--- config.mk ---
export PLATFORM = sky130hd
export DESIGN_NAME = audio_sample_sched
export DESIGN_NICKNAME = d
export VERILOG_FILES = /design/src/rtl/audio_sample_sched.sv
export SDC_FILE = /design/constraint.sdc
export NUM_CORES = 1
export LEC_CHECK = 0
export CORE_MARGIN = 5
export CORE_UTILIZATION = 50
export CTS_CLUSTER_DIAMETER = 60
export DETAILED_ROUTE_END_ITERATION = 8
export DONT_BUFFER_PORTS = 1
export PLACE_DENSITY = 0.68
export SLEW_MARGIN = 5
export SYNTH_ARGS = -nofsm -noshare
export SYNTH_HDL_FRONTEND = slang
export SYNTH_SLANG_ARGS = --single-unit
--- constraint.sdc ---
create_clock -name clk -period 4.2 [get_ports clk]
set_input_delay 0.42 -clock clk [delete_from_list [all_inputs] [get_ports clk]]
set_output_delay 0.42 -clock clk [all_outputs]
set_load 0.005 [all_outputs]
--- src/rtl/audio_sample_sched.sv ---
// Sample-rate scheduler: two producers arbitrate round-robin into a stereo FIFO,
// and a divider tick pops one sample per period to the DAC. Option: AUDIO_SCHED_UNDERRUN_HOLD_EN.
module audio_sample_sched #(
  parameter int WIDTH      = 16,
  parameter int DEPTH_LOG2 = 4,
  parameter int DIV        = 1134
) (
  input  logic                  clk,
  input  logic                  reset,
  input  logic                  req0_valid,
  output logic                  req0_ready,
  input  logic [WIDTH-1:0]      req0_l,
  input  logic [WIDTH-1:0]      req0_r,
  input  logic                  req1_valid,
  output logic                  req1_ready,
  input  logic [WIDTH-1:0]      req1_l,
  input  logic [WIDTH-1:0]      req1_r,
  output logic                  dac_valid,
  input  logic                  dac_ready,
  output logic [WIDTH-1:0]      dac_l,
  output logic [WIDTH-1:0]      dac_r,
  output logic [DEPTH_LOG2:0]   fifo_level,
  output logic                  underrun,
  output logic                  late
);

  localparam int DEPTH = 1 << DEPTH_LOG2;
  localparam int CNT_W = (DIV > 1) ? $clog2(DIV) : 1;
  localparam logic [CNT_W-1:0]      CNT_LAST = CNT_W'(DIV - 1);
  localparam logic [CNT_W-1:0]      CNT_ONE  = CNT_W'(1);
  localparam logic [DEPTH_LOG2-1:0] PTR_ONE  = DEPTH_LOG2'(1);
  localparam logic [DEPTH_LOG2:0]   LVL_ONE  = (DEPTH_LOG2 + 1)'(1);
  localparam logic [DEPTH_LOG2:0]   LVL_FULL = (DEPTH_LOG2 + 1)'(DEPTH);

  typedef enum logic {IDLE, PRESENT} state_t;

  logic [CNT_W-1:0]      count_reg;
  logic                  tick;
  logic                  rr_reg;
  logic [1:0]            valid_vec;
  logic [1:0]            grant_vec;
  logic [1:0]            ready_vec;
  logic [2*WIDTH-1:0]    prod_data [2];
  logic [2*WIDTH-1:0]    wr_data;
  logic                  push;
  logic                  pop;
  logic                  full;
  logic                  empty;
  logic [2*WIDTH-1:0]    mem [DEPTH];
  logic [2*WIDTH-1:0]    head;
  logic [2*WIDTH-1:0]    underrun_data;
  logic [DEPTH_LOG2-1:0] wr_ptr_reg;
  logic [DEPTH_LOG2-1:0] rd_ptr_reg;
  logic [DEPTH_LOG2:0]   level_reg;
  state_t                state_reg;
  logic                  dac_valid_reg;
  logic [WIDTH-1:0]      dac_l_reg;
  logic [WIDTH-1:0]      dac_r_reg;
  logic                  underrun_reg;
  logic                  late_reg;

  // Sample period divider; the tick is free-running and ignores handshakes.
  assign tick = (count_reg == CNT_LAST);

  always_ff @(posedge clk) begin
    if (reset) begin
      count_reg <= '0;
    end else begin
      count_reg <= tick ? '0 : count_reg + CNT_ONE;
    end
  end

  assign valid_vec    = {req1_valid, req0_valid};
  assign prod_data[0] = {req0_l, req0_r};
  assign prod_data[1] = {req1_l, req1_r};

  // Preferred producer wins if it is valid; otherwise the other one may take the slot.
  generate
    for (genvar gi = 0; gi < 2; gi++) begin : g_arb
      assign grant_vec[gi] = valid_vec[gi] & ((rr_reg == 1'(gi)) | ~valid_vec[1-gi]);
      assign ready_vec[gi] = grant_vec[gi] & ~full & ~reset;
    end
  endgenerate

  assign req0_ready = ready_vec[0];
  assign req1_ready = ready_vec[1];
  assign push       = |ready_vec;
  assign wr_data    = grant_vec[1] ? prod_data[1] : prod_data[0];

  always_ff @(posedge clk) begin
    if (reset) begin
      rr_reg <= 1'b0;
    end else if (push) begin
      rr_reg <= ~grant_vec[1] ? 1'b1 : 1'b0;
    end
  end

  assign full  = (level_reg == LVL_FULL);
  assign empty = (level_reg == '0);
  assign pop   = tick & (state_reg == IDLE) & ~empty;
  assign head  = mem[rd_ptr_reg];

  always_ff @(posedge clk) begin
    if (push) begin
      mem[wr_ptr_reg] <= wr_data;
    end
  end

  always_ff @(posedge clk) begin
    if (reset) begin
      wr_ptr_reg <= '0;
      rd_ptr_reg <= '0;
      level_reg  <= '0;
    end else begin
      if (push) begin
        wr_ptr_reg <= wr_ptr_reg + PTR_ONE;
      end
      if (pop) begin
        rd_ptr_reg <= rd_ptr_reg + PTR_ONE;
      end
      case ({push, pop})
        2'b10:   level_reg <= level_reg + LVL_ONE;
        2'b01:   level_reg <= level_reg - LVL_ONE;
        default: level_reg <= level_reg;
      endcase
    end
  end

`ifdef AUDIO_SCHED_UNDERRUN_HOLD_EN
  logic [2*WIDTH-1:0] last_reg;

  // Remembers the most recent real sample so an underrun repeats it instead of clicking to zero.
  always_ff @(posedge clk) begin
    if (reset) begin
      last_reg <= '0;
    end else if (pop) begin
      last_reg <= head;
    end
  end

  assign underrun_data = last_reg;
`else
  assign underrun_data = '0;
`endif

  always_ff @(posedge clk) begin
    if (reset) begin
      state_reg     <= IDLE;
      dac_valid_reg <= 1'b0;
      dac_l_reg     <= '0;
      dac_r_reg     <= '0;
      underrun_reg  <= 1'b0;
      late_reg      <= 1'b0;
    end else begin
      underrun_reg <= 1'b0;
      late_reg     <= 1'b0;
      case (state_reg)
        IDLE: begin
          if (tick) begin
            dac_valid_reg <= 1'b1;
            state_reg     <= PRESENT;
            if (!empty) begin
              {dac_l_reg, dac_r_reg} <= head;
            end else begin
              {dac_l_reg, dac_r_reg} <= underrun_data;
              underrun_reg           <= 1'b1;
            end
          end
        end
        PRESENT: begin
          // A tick here is dropped, even when it coincides with the accept.
          if (tick) begin
            late_reg <= 1'b1;
          end
          if (dac_ready) begin
            dac_valid_reg <= 1'b0;
            state_reg     <= IDLE;
          end
        end
        default: state_reg <= IDLE;
      endcase
    end
  end

  assign dac_valid  = dac_valid_reg;
  assign dac_l      = dac_l_reg;
  assign dac_r      = dac_r_reg;
  assign underrun   = underrun_reg;
  assign late       = late_reg;
  assign fifo_level = level_reg;

endmodule

==> metrics.md <==
| Metric | Value |
|---|---|
| CTS sink count | `577` |
| Outcome | `completed` |
| Top cells by area, synth | `edfxtp_1 68%, mux4_2 13%, dfxtp_1 5.8%` |
| Synth Net Count | `between 1k and 1.5k` |
| MaxCap Viol Count | `0` |
| Core area | `~0.044 mm^2` |
| Drt first pass iters | `5` |
| Compound-gate portion of the synthesized area | `less than 1%` |
| P_leak | `a little under 8 nW` |
| Largest family of logic cells by synthesized area | `multiplexers` |
| Met2 global-route usage | `31.9%` |
| EDFF count, synth | `512` |
| Hold Violations, Final | `0` |
| Reg2reg end | `fifo_level[4]$_SDFFE_PP0P_` |
| Vias | `10.8k` |
| Clk Latency, worst-skew pair | `600 ps` |
| Vias in the first global route | `11.3k` |
| Flop and latch count out of synthesis | `577` |
| Die ar. | `0.0495 mm^2` |
| Adder-cell share of the synthesized area | `less than 1%` |
| Initial core utilization | `50.8%` |
| Synth async-reset ratio | `0%` |
| Fmax | `327 MHz` |
| Initial antenna violation count | `0` |
| Gr ovfl total | `0` |
| Slew @ Worst Pin | `1130 ps` |
| Hold path depth | `2` |
| Nets@finish | `between 1k and 1.5k` |
| Post-synth cell types | `just over 50` |
| Clock Tree Root | `clkbuf_16` |
| Comb power frac | `3.1%` |
| Synth area leader | `edfxtp_1` |
| Register area share after synthesis | `73.9%` |
| DRC violations left | `0` |
| Synth Cell Area | `0.0226 mm^2` |
| TritonCTS Buffers | `56` |
| Sw frac | `19.4%` |
| Critical Path End Type | `flip-flop` |
| Clock-pin slew on the worst setup and hold paths | `60 ps` |
| WP data arrival | `3550 ps` |
| Final setup viols | `0` |
| Final max-slew violation count | `0` |
| Net switching power | `between 2 and 2.5 mW` |
| Clock skew | `26.1 ps` |
| Filler Cells Inserted | `3208` |
| Largest net degree at the start of global routing | `65` |
| Max FO, Critical Path | `8` |
| Primary FF master, synth | `edfxtp_1` |
| WL/cell | `approximately 26 um` |
| Final min period | `approximately 3000 ps` |
| Final TNS setup | `0 ps` |
| Clock Path Buffers | `3` |
| Layout cell share with drive strength beyond 1 | `between 30% and 40%` |
| WHS Endpoint | `fifo_level[4]$_SDFFE_PP0P_` |
| Starting DRC count in detailed routing | `913` |
| Post CTS Setup Buffer Count | `0` |
| Antenna cell count | `0` |
| Syn Inst Count | `1158` |
| Hold_sp | `reset` |
| Via density per instance | `5.94` |
| Area grow syn2layout | `13.0%` |
| CTS tree | `built` |
| Port Buf Inserts | `0` |
| GR peak layer | `met2` |
| WS Path Type | `flip-flop to flip-flop` |
| Sequential power share | `53.0%` |
| Clock share of power | `43.9%` |
| # H-tree levels | `2` |
| Final wirelength | `~47000 um` |
| HPWL Detailed | `26200 um` |
| FP Rows | `77` |
| Max reg flops | `512` |
| R2R cell count | `10` |
| Die X | `223 um` |
| Tcrit/Tclk final | `between 70% and 80%` |
| Critical path required time | `4700 ps` |
| Worst R2R Start | `fifo_level[0]$_SDFFE_PP0P_` |
| XOR/XNOR share of the synthesized area | `0.543%` |
| Commonest non-fill, non-tap cells in the layout | `512 x edfxtp_1, 128 x mux4_2, 98 x mux2_2` |
| Total GRT Usage | `between 10% and 20%` |
| Syn Area/Cell | `19.5 um^2` |
| Top-level port count | `111` |
| P per Cell Area | `roughly 470 mW/mm^2` |
| Worst setup margin | `about 1100 ps` |
| Setup crit start kind | `flip-flop` |
| Post-CTS Resized | `0` |
| Met3 usage | `under 10%` |
| Internal | `9.72 mW` |
| Mux share of post-synthesis cell area | `17.8%` |
| Antenna Nets Post-Route | `0` |
| Peak supply drop | `between 300 and 400 uV` |
| Hold crit path type | `input port to flip-flop` |
| Max_slew headroom | `24.7%` |
| Commonest non-fill, non-tap cell in the layout | `edfxtp_1` |
| Place WS | `around 1200 ps` |
| GR met1 Demand/Resource | `a little over a quarter` |
| Simple-gate share of the synthesized area | `4.89%` |
| Placer Congestion | `0.743` |
| Die H | `223 um` |
| First-pass GRT wire length | `71200 um` |
| CTS Hold Buffers Added | `3` |
| CP startpoint | `fifo_level[0]$_SDFFE_PP0P_` |
| Synth warnings | `0` |
| Synth top area share | `68.1%` |
| RSZ-0062 raised after global routing | `no` |
| Flop2flop setup slack | `1140 ps` |
layer usage:
metal / up-vias / part of all wire (%)
li1: 4751 / -
met4: 0 / 2.1
met1: 5644 / 42
met3: 70 / 6.0
met2: 333 / 50
met5: - / 0
critical path, stage by stage (launching register included):
cell	delay, ps
dfxtp_1	390
or4_4	580
o2111ai_1	300
nor2_1	110
ha_1	300
xor2_1	180
ha_1	190
a21oi_1	230
a22oi_1	140
a31oi_1	180
mux2_2	350
power groups by stage:
stage | clock network (mW) | registers [mW] | logic (mW)
2_1_floorplan | 0 | 6.50 | 0.243
3_3_place_gp | 0 | 6.51 | 0.360
3_5_place_dp | 0 | 6.51 | 0.373
4_1_cts | 5.42 | 6.39 | 0.381
5_1_grt | 5.66 | 6.39 | 0.409
6_report | 5.30 | 6.39 | 0.373
synthesized netlist by cell type, drive strengths merged, types with 2 or more instances:
library cell  instances
mux2i                 4
mux4                128
clkbuf               44
buf                  26
o21ai                 4
or4                   2
inv                   9
a21oi                10
nor4                  2
nor3                 10
mux2                 98
edfxtp              512
a211oi                2
ha                   10
or3                   2
nand4                37
xor2                  5
a31oi                 2
a22oi                 2
nand2                44
nand3                70
nand2b                7
nor2                 37
dfxtp                65
xnor2                 9
per-stage QoR:
step	cells	total power, mW	cell area [um^2]	utilization [%]	hold slack (ps)
CTS	1819	12.2	25500	57.4	12.1
finish	1819	12.1	25500	57.4	49.9
floorplan	1158	6.75	22600	-	445
global placement	1711	6.87	23500	52.9	456
detailed placement	1711	6.88	23500	52.9	457
global route	1819	12.5	25500	57.4	43.8
cells by family after synthesis:
logic type	count (synthesis)
adder cells (fa/ha/maj)	10
flip-flops	577
buffers and inverters	79
AND/OR/NAND/NOR	220
multiplexers	230
AO/OA/AOI/OAI	28
XOR/XNOR	14
layout make-up:
class	count	area (um^2)	area share, %
sequential	577	16700	65.4
multi-input combinational	502	5720	22.4
clock buffer	75	1570	6.17
tap	592	741	2.90
clock inverter	30	405	1.59
timing repair buffer	34	350	1.37
inverter	9	33.8	0.132
worst max path at each step:
stage | cells past startpoint | to
global route | 10 | fifo_level[4]$_SDFFE_PP0P_
global placement | 10 | fifo_level[4]$_SDFFE_PP0P_
detailed placement | 10 | fifo_level[4]$_SDFFE_PP0P_
CTS | 10 | fifo_level[4]$_SDFFE_PP0P_
floorplan | 5 | mem[3][0]$_DFFE_PP_
finish | 10 | fifo_level[4]$_SDFFE_PP0P_
Note: power is estimated with default switching activity, not from simulation.
